### config.mk
export PLATFORM = sky130hd
export DESIGN_NAME = psx_bus_sniffer
export DESIGN_NICKNAME = d
export VERILOG_FILES = /design/src/rtl/psx_bus_sniffer.sv
export SDC_FILE = /design/constraint.sdc
export NUM_CORES = 1
export LEC_CHECK = 0
export ABC_AREA = 1
export CAP_MARGIN = 20
export CORE_MARGIN = 5
export CORE_UTILIZATION = 47
export CTS_CLUSTER_DIAMETER = 40
export DETAILED_ROUTE_END_ITERATION = 6
export PLACE_DENSITY = 0.73
export SLEW_MARGIN = 10
export SYNTH_ARGS = -nofsm -noshare
export SYNTH_HDL_FRONTEND = slang
export SYNTH_SLANG_ARGS = --single-unit
### constraint.sdc
create_clock -name clk -period 2.4 [get_ports clk]
set_input_delay 0.6 -clock clk [delete_from_list [all_inputs] [get_ports clk]]
set_output_delay 0.6 -clock clk [all_outputs]
set_load 0.05 [all_outputs]
### src/rtl/psx_bus_sniffer.sv
// Passive PlayStation controller bus decoder: shifts cmd/dat bytes on psx_clk rises, frames packets by ATT.
// Optional build macro PSX_SNIFFER_DEGLITCH_EN adds a two-sample filter on psx_clk before edge detection.
module psx_bus_sniffer #(
  parameter int INDEX_WIDTH    = 4,
  parameter int TIMEOUT_WIDTH  = 16,
  parameter int TIMEOUT_CYCLES = 1000
) (
  input  logic                   clk,
  input  logic                   reset,
  input  logic                   psx_att_sync,
  input  logic                   psx_clk_sync,
  input  logic                   psx_cmd_sync,
  input  logic                   psx_dat_sync,
  output logic [7:0]             cmd_byte,
  output logic [7:0]             dat_byte,
  output logic                   byte_strobe,
  output logic [INDEX_WIDTH-1:0] byte_index,
  output logic                   packet_start,
  output logic                   packet_end,
  output logic                   frame_error,
  output logic [1:0]             fsm_state
);

  typedef enum logic [1:0] {
    IDLE   = 2'd0,
    ACTIVE = 2'd1,
    ABORT  = 2'd2
  } state_t;

  localparam logic [TIMEOUT_WIDTH-1:0] TIMEOUT_LAST = TIMEOUT_WIDTH'(TIMEOUT_CYCLES - 1);
  localparam logic [INDEX_WIDTH-1:0]   INDEX_MAX    = '1;

  state_t                   state_q, state_d;
  logic [2:0]               bit_count_q, bit_count_d;
  logic [7:0]               cmd_sr_q, cmd_sr_d;
  logic [7:0]               dat_sr_q, dat_sr_d;
  logic [INDEX_WIDTH-1:0]   idx_q, idx_d;
  logic [TIMEOUT_WIDTH-1:0] timer_q, timer_d;
  logic [7:0]               cmd_byte_d, dat_byte_d;
  logic [INDEX_WIDTH-1:0]   byte_index_d;
  logic                     strobe_d, start_d, end_d, ferr_d;
  logic                     clk_prev;
  logic                     rise;

`ifdef PSX_SNIFFER_DEGLITCH_EN
  // clk_prev holds the accepted level; a change needs two matching raw samples.
  logic clk_raw_d;
  logic accept;

  assign accept = (psx_clk_sync != clk_prev) && (clk_raw_d == psx_clk_sync);
  assign rise   = accept & psx_clk_sync;

  always_ff @(posedge clk or posedge reset) begin
    if (reset) begin
      clk_prev  <= 1'b1;
      clk_raw_d <= 1'b1;
    end else begin
      clk_raw_d <= psx_clk_sync;
      if (accept) clk_prev <= psx_clk_sync;
    end
  end
`else
  assign rise = psx_clk_sync & ~clk_prev;

  always_ff @(posedge clk or posedge reset) begin
    if (reset) clk_prev <= 1'b1;
    else       clk_prev <= psx_clk_sync;
  end
`endif

  always_ff @(posedge clk or posedge reset) begin
    if (reset) begin
      state_q      <= IDLE;
      bit_count_q  <= '0;
      cmd_sr_q     <= '0;
      dat_sr_q     <= '0;
      idx_q        <= '0;
      timer_q      <= '0;
      cmd_byte     <= '0;
      dat_byte     <= '0;
      byte_index   <= '0;
      byte_strobe  <= 1'b0;
      packet_start <= 1'b0;
      packet_end   <= 1'b0;
      frame_error  <= 1'b0;
    end else begin
      state_q      <= state_d;
      bit_count_q  <= bit_count_d;
      cmd_sr_q     <= cmd_sr_d;
      dat_sr_q     <= dat_sr_d;
      idx_q        <= idx_d;
      timer_q      <= timer_d;
      cmd_byte     <= cmd_byte_d;
      dat_byte     <= dat_byte_d;
      byte_index   <= byte_index_d;
      byte_strobe  <= strobe_d;
      packet_start <= start_d;
      packet_end   <= end_d;
      frame_error  <= ferr_d;
    end
  end

  // Priority inside ACTIVE: ATT release, then a counted rise, then the timeout.
  always_comb begin
    state_d      = state_q;
    bit_count_d  = bit_count_q;
    cmd_sr_d     = cmd_sr_q;
    dat_sr_d     = dat_sr_q;
    idx_d        = idx_q;
    timer_d      = timer_q;
    cmd_byte_d   = cmd_byte;
    dat_byte_d   = dat_byte;
    byte_index_d = byte_index;
    strobe_d     = 1'b0;
    start_d      = 1'b0;
    end_d        = 1'b0;
    ferr_d       = 1'b0;
    case (state_q)
      IDLE: begin
        bit_count_d = '0;
        timer_d     = '0;
        if (!psx_att_sync) begin
          state_d = ACTIVE;
          start_d = 1'b1;
          idx_d   = '0;
        end
      end
      ACTIVE: begin
        if (psx_att_sync) begin
          state_d     = IDLE;
          end_d       = 1'b1;
          ferr_d      = (bit_count_q != 3'd0);
          bit_count_d = '0;
          timer_d     = '0;
        end else if (rise) begin
          timer_d     = '0;
          cmd_sr_d    = {psx_cmd_sync, cmd_sr_q[7:1]};
          dat_sr_d    = {psx_dat_sync, dat_sr_q[7:1]};
          bit_count_d = bit_count_q + 3'd1;
          if (bit_count_q == 3'd7) begin
            cmd_byte_d   = cmd_sr_d;
            dat_byte_d   = dat_sr_d;
            strobe_d     = 1'b1;
            byte_index_d = idx_q;
            if (idx_q != INDEX_MAX) idx_d = idx_q + INDEX_WIDTH'(1);
          end
        end else if (bit_count_q == 3'd0) begin
          timer_d = '0;
        end else if (timer_q == TIMEOUT_LAST) begin
          ferr_d      = 1'b1;
          bit_count_d = '0;
          timer_d     = '0;
          state_d     = ABORT;
        end else begin
          timer_d = timer_q + TIMEOUT_WIDTH'(1);
        end
      end
      ABORT: begin
        if (psx_att_sync) begin
          state_d = IDLE;
          end_d   = 1'b1;
        end
      end
      default: state_d = IDLE;
    endcase
  end

  assign fsm_state = state_q;

endmodule

-- Word level (Yosys, flattened, before mapping)
Index checks and enable logic that the tools add are counted.
- word-level logic and storage cells: 82
- input bits: 6
- output and inout bits: 26
- register bits after elaboration: 66
- $add $sub $neg: 3
- reduce and logical (&&, ||, !) cells: 10
- mux-type cells: 36
- bitwise gates (word level): 3
- eq/ne operators: 16
- operator list (operator ; count):
    $mux 16 ; 4
    $pmux 16 s2 ; 1
    $mux 4 ; 5
    $add 16x1->16 const B ; 1
    $eq 16x10->1 const B ; 1
    $mux 1 ; 13
    $mux 2 ; 6
    $mux 3 ; 4
    $ne 2x2->1 const B ; 6
    $ne 4x4->1 const B ; 3
    $ne 3x3->1 const B ; 3
    $pmux 4 s2 ; 1
    $pmux 2 s3 ; 1
    $pmux 3 s2 ; 1
    $reduce_and 3->1 ; 2
    $reduce_and 6->1 ; 1
    $reduce_and 5->1 ; 1
    $add 4x1->4 const B ; 1
    $reduce_and 4->1 ; 1
    $add 3x1->3 const B ; 1
    $eq 3x3->1 const B ; 1
    $logic_not 3->1 ; 1
    $reduce_bool 3->1 ; 1
    $eq 2x1->1 const B ; 1
    6 further kinds ; 7

-- Logic depth before layout (Yosys ltp)
- word-level depth: 6
- depth in mapped cells: 11
- depth with buffers taken out: 10

-- Least setup slack after synthesis
Ideal clock, no wire load.
- path type: register to register
- from: reg state_q[0] (netlist: fsm_state[0])
- to: reg byte_index[0]
- clock period less this slack: 1.894 ns
- data required time: 2.275 ns
- cell stages (with the launch flop): 9
- arrival time: 1.769 ns
- path slack: 0.506 ns
- path buffers: 2
- cell sequence: dfrtp_1 > ha_1 > buf_6 > nand2_4 > inv_4 > nand2_8 > nor2_8 > buf_8 > mux2_4
- cells in the longest elaborated chain, start to end: 2
- ends and longest elaborated chain (item ; RTL line ; text):
    start, declared ; 33 ; state_t state_q, state_d;
    start signal, assigned ; 87 ; state_q <= state_d;
    $eq 2x1->1 ; 118 ; case (state_q)
    $reduce_and 4->1 (no source line) ; - ;
    end signal, assigned ; 95 ; byte_index <= byte_index_d;
    end, declared ; 17 ; output logic [INDEX_WIDTH-1:0] byte_index,
No other way between the ends.
A chain may end at the register's enable or synchronous reset.

-- Final worst setup path
- from: reg state_q[1] (netlist: fsm_state[1])
- to: out fsm_state[1]
- RTL lines (item ; RTL line ; text):
    end, declared ; 21 ; output logic [1:0] fsm_state
No word-level cell between the ends.

==> impl_metrics.csv <==
group,metric,value,unit
worst_setup_path,startpoint,"fsm_state[1]",
min_path,hold_start,"dat_sr_q[7]",
route,dr.pass1.iters,4,
yosys,synth_area,3030,um^2
die,die_area,8150,um^2
route,wirelength,5830,um
yosys,synth_edf_count,0,
worst_setup_path,rr_worst_depth,7,
route,vias,2255,
timing,hold_viol,0,
yosys,synthTopCellsByArea,"dfrtp_1 (52%), nand2_1 (11%), o21ai_0 (4.3%)",
worst_setup_path,critPathMaxFanout,4,
timing,fin_crit_sh,0.903,
cts,clock-sinks,64,
cts,insertion_delay,0.34,ns
timing,tns,0,ns
cts,cts_tree,"yes",
final_layout,fillers,608,
placed_design,gp_congestion,0.868,
yosys,ys_ff_latch,64,
cts,cts_buffers,9,
worst_setup_path,cp-start-kind,"flip-flop",
global_routing,grt_first_pass_wirelength,10300,um
worst_setup_path,crit_end,"fsm_state[1]",
route,viasPerCell,5.00,
die,start_util,0.480,
cts,root_buffer,"clkbuf_8",
worst_setup_path,max_stage_delay,0.82,ns
yosys,synth_top_area_frac,0.521,
yosys,synth_top_area_cell,"dfrtp_1",
die,num_rows,29,
final_layout,area_growth,20.4,%
yosys,syn_avg_cell_area,9.18,um^2
yosys,yosysSeqAreaShare,0.529,
die,die_h,90.3,um
yosys,synthArstFlopShare,1.00,
power_and_ir_drop,power_density,837,nW/um^2
power_and_ir_drop,peakVddDrop,0.627,mV
power_and_ir_drop,total_power,3.05,mW
placed_design,port_buffers,31,
worst_setup_path,required,1.80,ns
timing,worstMarginPinSlew,0.515,ns
worst_setup_path,cp.arrival,1.57,ns
placed_design,dpl.hpwl,3950,um
final_layout,diodes,0,
worst_setup_path,crit_slowest_cell,"clkdlybuf4s50_1",
timing,finClkSkew,0.00904,ns
worst_setup_path,cp_top_family,"buffers and inverters",
yosys,synthFlopType,"dfrtp_1",
timing,finalSetupViolations,0,
power_and_ir_drop,leakage,1.81,nW
worst_setup_path,crit_cells,1,
route,wire_per_inst,12.9,um
global_routing,grtUsageTotal,0.155,
die,coreArea,6310,um^2
route,drt-initial-drc-count,82,
global_routing,antenna_found_initial,0,
route,ant_nets,0,
route,drc,0,
global_routing,grt_max_degree,65,
outcome,status,"complete, no violations",
worst_setup_path,r2r_slack,0.45,ns
cts,hold_buffers,0,
cts,clockBufferDepth,2,
timing,max_slew_margin,0.655,
timing,fmaxAchievable,461,MHz
min_path,hp-class,"flip-flop to flip-flop",
final_layout,layout.nets,383,
yosys,yosys_warnings,0,
yosys,syn_nets,344,
final_layout,final_cell_mix,"nand2_1 (91), dfrtp_1 (63), nor2_1 (34), clkdlybuf4s50_1 (31), inv_1 (27)",
worst_setup_path,crit_path_end_kind,"output port",
yosys,syn_inst,330,
worst_setup_path,crit_type,"flip-flop to output port",
worst_setup_path,crit_chain,"clkdlybuf4s50_1",
timing,period_minus_slack,2.17,ns
cts,cts_resized,0,
global_routing,overflow,0,
die,pin_count,32,
cts,clkTransAtPathRegs,0.08,ns
worst_setup_path,crit_buf_inv,1,
timing,rsz0062_at_grt,"false",
timing,slew_viol_final,0,
worst_setup_path,r2r-start,"fsm_state[1]",
die,die_w,90.3,um
flow_run,max_cap_violations,0,
final_layout,final_common_cell,"nand2_1",
global_routing,grt_pass1_vias,2254,
final_layout,final_layout_size_suffix_gt1_frac,0.134,
cts,post_cts_buffers,0,
worst_setup_path,r2r_end,"dat_byte[2]",
cts,htreeDepth,3,
yosys,ys_types,35,
layout make-up:
cell class | instances | area (um^2) | area share
repair buffers | 34 | 345 | 0.0947
flip-flops and latches | 64 | 1600 | 0.440
clock inverters | 7 | 103 | 0.0281
clock buffers | 9 | 124 | 0.0340
inverters | 33 | 126 | 0.0347
multi-input cells | 227 | 1250 | 0.342
well taps | 77 | 96.3 | 0.0264
through the flow:
| step | instance area [um^2] | setup slack, ns | util | hold WS [ns] | instances |
|---|---|---|---|---|---|
| final | 3650 | 0.232 | 0.577 | 0.489 | 451 |
| after global routing | 3650 | 0.151 | 0.577 | 0.511 | 451 |
| after CTS | 3650 | 0.197 | 0.577 | 0.492 | 451 |
| after detailed placement | 3420 | 0.177 | 0.542 | 0.465 | 435 |
| after global placement | 3420 | 0.211 | 0.542 | 0.464 | 435 |
| after floorplan | 3030 | 0.204 | - | 0.449 | 330 |
logic make-up after synthesis:
kind of cell,after synthesis,synth area share
and+or+nand+nor,163,0.246
DFF,64,0.529
buffers and inverters,39,0.0583
AOI/OAI and AO/OA,37,0.0649
xor gates and xnor gates,10,0.0289
muxes,9,0.0397
adders and majority gates,8,0.0331
state kept, by name, indices dropped and copies added (netlist names):
name and flops:
idx_q 4, dat_byte 8, bit_count_q 3, byte_strobe 1, packet_end 1, packet_start 1
cmd_sr_q 7, dat_sr_q 7, byte_index 4, frame_error 1, fsm_state 2, timer_q 16
clk_prev 1, cmd_byte 8
per-layer routing:
layer,GRT usage,vias to the layer above,part of all wire
met5,0,-,0
met3,0.0492,5,0.045
met2,0.242,33,0.47
met1,0.198,1088,0.47
met4,0.0682,0,0.012
li1,-,1129,-
Yosys cell counts, types with 4 or more instances:
master,n
nand3_1,18
ha_1,8
a21oi_1,5
inv_1,28
dfrtp_1,63
xor2_1,10
inv_2,4
o21ai_0,26
mux2_4,5
mux2_2,4
nand2_1,91
nor2_1,34
power breakdown:
part / switching, mW / internal [mW]
clock: 0.455 / 0.597
sequential: 0.0783 / 1.21
combinational: 0.494 / 0.216
total: 1.03 / 2.02
how the worst min path moves through the flow:
stage / cells past startpoint / end / slack, ns
2_1_floorplan: 2 / dat_sr_q[1] / 0.45
3_3_place_gp: 2 / cmd_sr_q[5] / 0.46
3_5_place_dp: 2 / cmd_sr_q[4] / 0.47
4_1_cts: 2 / dat_sr_q[7] / 0.49
5_1_grt: 2 / dat_sr_q[1] / 0.51
6_report: 2 / dat_sr_q[7] / 0.49
No activity file was read; power rests on OpenSTA's default activity.
==> edit, RTL diff (same settings) <==
`TIMEOUT_CYCLES`: 1000 -> 750.
--- a/src/rtl/psx_bus_sniffer.sv
+++ b/src/rtl/psx_bus_sniffer.sv
@@ -3,7 +3,7 @@
 module psx_bus_sniffer #(
   parameter int INDEX_WIDTH    = 4,
   parameter int TIMEOUT_WIDTH  = 16,
-  parameter int TIMEOUT_CYCLES = 1000
+  parameter int TIMEOUT_CYCLES = 750
 ) (
   input  logic                   clk,
   input  logic                   reset,
Behaviour: same outputs for any inputs over 10 cycles, from zero or initial values and one cycle with reset high; that may be too few to reach the edited logic, so the function may still have changed.
==> edit against the original RTL <==
Critical path depth unchanged; cell area rose by 0.62%; first-iteration DRC count is 41% higher; total power decreased by 3.5%; sequential cell count stayed put; worst setup slack lost 0.0024 ns; via count grew 3.8%; synthesized area is 1.3% higher; routed wire length grew 1.8%; die area up 1.2%; critical endpoint unchanged; largest cell class unchanged.
==> edit: results (changes against the original RTL) <==
Power
  – Leakage power: 1.80 nW (-0.78%)
  – Comb power frac: 24.6% (+1.3 points)
  – Sw Ratio: 34.1% (+0.39 points)
  – Maximum VDD drop: 0.749 mV (+19%)

Run status
  – Status: complete, no violations

Synthesis
  – Yosys cell types: 31 (-11%)
  – Post-synthesis xor/xnor area fraction: 2.85% (-0.038 points)
  – Mux cell area share after synthesis: 3.30% (-0.66 points)
  – Synth cell count leaders: nand2_1, dfrtp_1, nor2_1, inv_1, o21ai_0
  – Ranking of synthesized cells by area: dfrtp_1, nand2_1, nor2_1
  – Compound-Gate Fraction of Synth Area: 6.00% (-0.49 points)
  – Mapped Nets: 360 (+4.7%)
  – Synth Area in Adders: 3.67% (+0.36 points)
  – Register area share after synthesis: 52.2% (-0.69 points)

Layout
  – Fillers: 552 (-9.2%)
  – Largest Register: timer_q
  – Share of layout cells above drive strength 1: 13.3% (-0.036 points)
  – Nets: 400 (+4.4%)

Placement
  – HPWL after DPL: 4100 um (+3.7%)
  – Routability cong.: 0.818 (-5.8%)
  – Post-placement worst setup slack: 0.193 ns (+0.0153 ns)

Clocking
  – Inserted Clock Buffers: 9 (unchanged)
  – CTS max path bufs: 2 (unchanged)

STA
  – Worst-margin pin slew: 0.520 ns (+0.00459 ns)
  – Clock Skew: 0.0110 ns (+0.00194 ns)
  – Min Tclk post-route: 2.17 ns (+0.00236 ns)

Global route
  – Vias in the first global route: 2192 (-2.8%)
  – First-pass GRT wire length: 10400 um (+0.26%)
  – Total Routing Usage GR: 15.4% (-0.083 points)
  – Initial antenna violation count: 0 (unchanged)
  – Largest net degree at the start of global routing: 65 (unchanged)

Route
  – Avg Vias per Cell: 5.01 (+0.26%)
  – DR pass1 iterations: 4 (unchanged)
  – DR iter-0 viols: 116 (+41%)
  – Final WL: 5940 um (+1.8%)

Setup path
  – R2R depth: 5 (-2)
  – Reg2reg end: byte_index[3]
==> edit: changes by cell type in the layout (fill, tap and decap cells not counted), moves of 3 or more <==
cell / unedited run / this run
nand3_1: 18 / 15
nor2_1: 34 / 41
nor3_1: 2 / 7
nand4_1: 3 / 6
mux2_2: 4 / 9
nand2_1: 91 / 97
mux2_4: 5 / 0
a21oi_1: 5 / 2
==> edit: cells by family after synthesis <==
kind of cell | Yosys count
flip-flops | 64
buffers and inverters | 42
AO/OA/AOI/OAI | 32
multiplexers | 9
XOR/XNOR | 10
adder cells (fa/ha/maj) | 9
AND/OR/NAND/NOR | 179
==> edit: worst min-delay path by stage <==
stage                      from     endpoint  slack [ns]  depth (start not counted)
global route        dat_sr_q[1]  dat_sr_q[1]        0.51                          2
global placement    cmd_sr_q[5]  cmd_sr_q[5]        0.46                          2
finish              dat_sr_q[6]  dat_sr_q[6]        0.48                          2
detailed placement  cmd_sr_q[5]  cmd_sr_q[5]        0.47                          2
CTS                 cmd_sr_q[5]  cmd_sr_q[5]        0.48                          2
floorplan           dat_sr_q[1]  dat_sr_q[1]        0.44                          2
==> edit: area by class of cell <==
class	instances	share of cell area [%]
clock buffer	10	3.75
clock inverter	6	1.84
inverter	35	3.72
multi-input combinational	239	34.5
sequential	64	43.7
tap	77	2.63
timing repair buffer	36	9.82
==> edit: per-layer routing <==
metal | wire [um] | part of all wire [%] | GRT usage (%)
met5 | 0 | 0 | 0
met4 | 100 | 1.7 | 6.48
met3 | 238 | 4.0 | 4.75
met2 | 2590 | 44 | 21.7
met1 | 3010 | 51 | 22.0
==> edit: through the flow <==
step	util, %	cell area, um2	std cells
after floorplan	-	3070	345
after global placement	54.5	3460	451
after detailed placement	54.5	3460	451
after CTS	57.8	3670	467
after global routing	57.8	3670	467
final	57.8	3670	467
==> edit: power by group through the flow <==
| stage | combinational, mW | sequential [mW] | clock (mW) |
|---|---|---|---|
| finish | 0.725 | 1.28 | 0.945 |
| global route | 0.816 | 1.29 | 1.00 |
| CTS | 0.735 | 1.28 | 0.958 |
| detailed placement | 0.731 | 1.30 | 0 |
| global placement | 0.725 | 1.29 | 0 |
| floorplan | 0.469 | 1.38 | 0 |
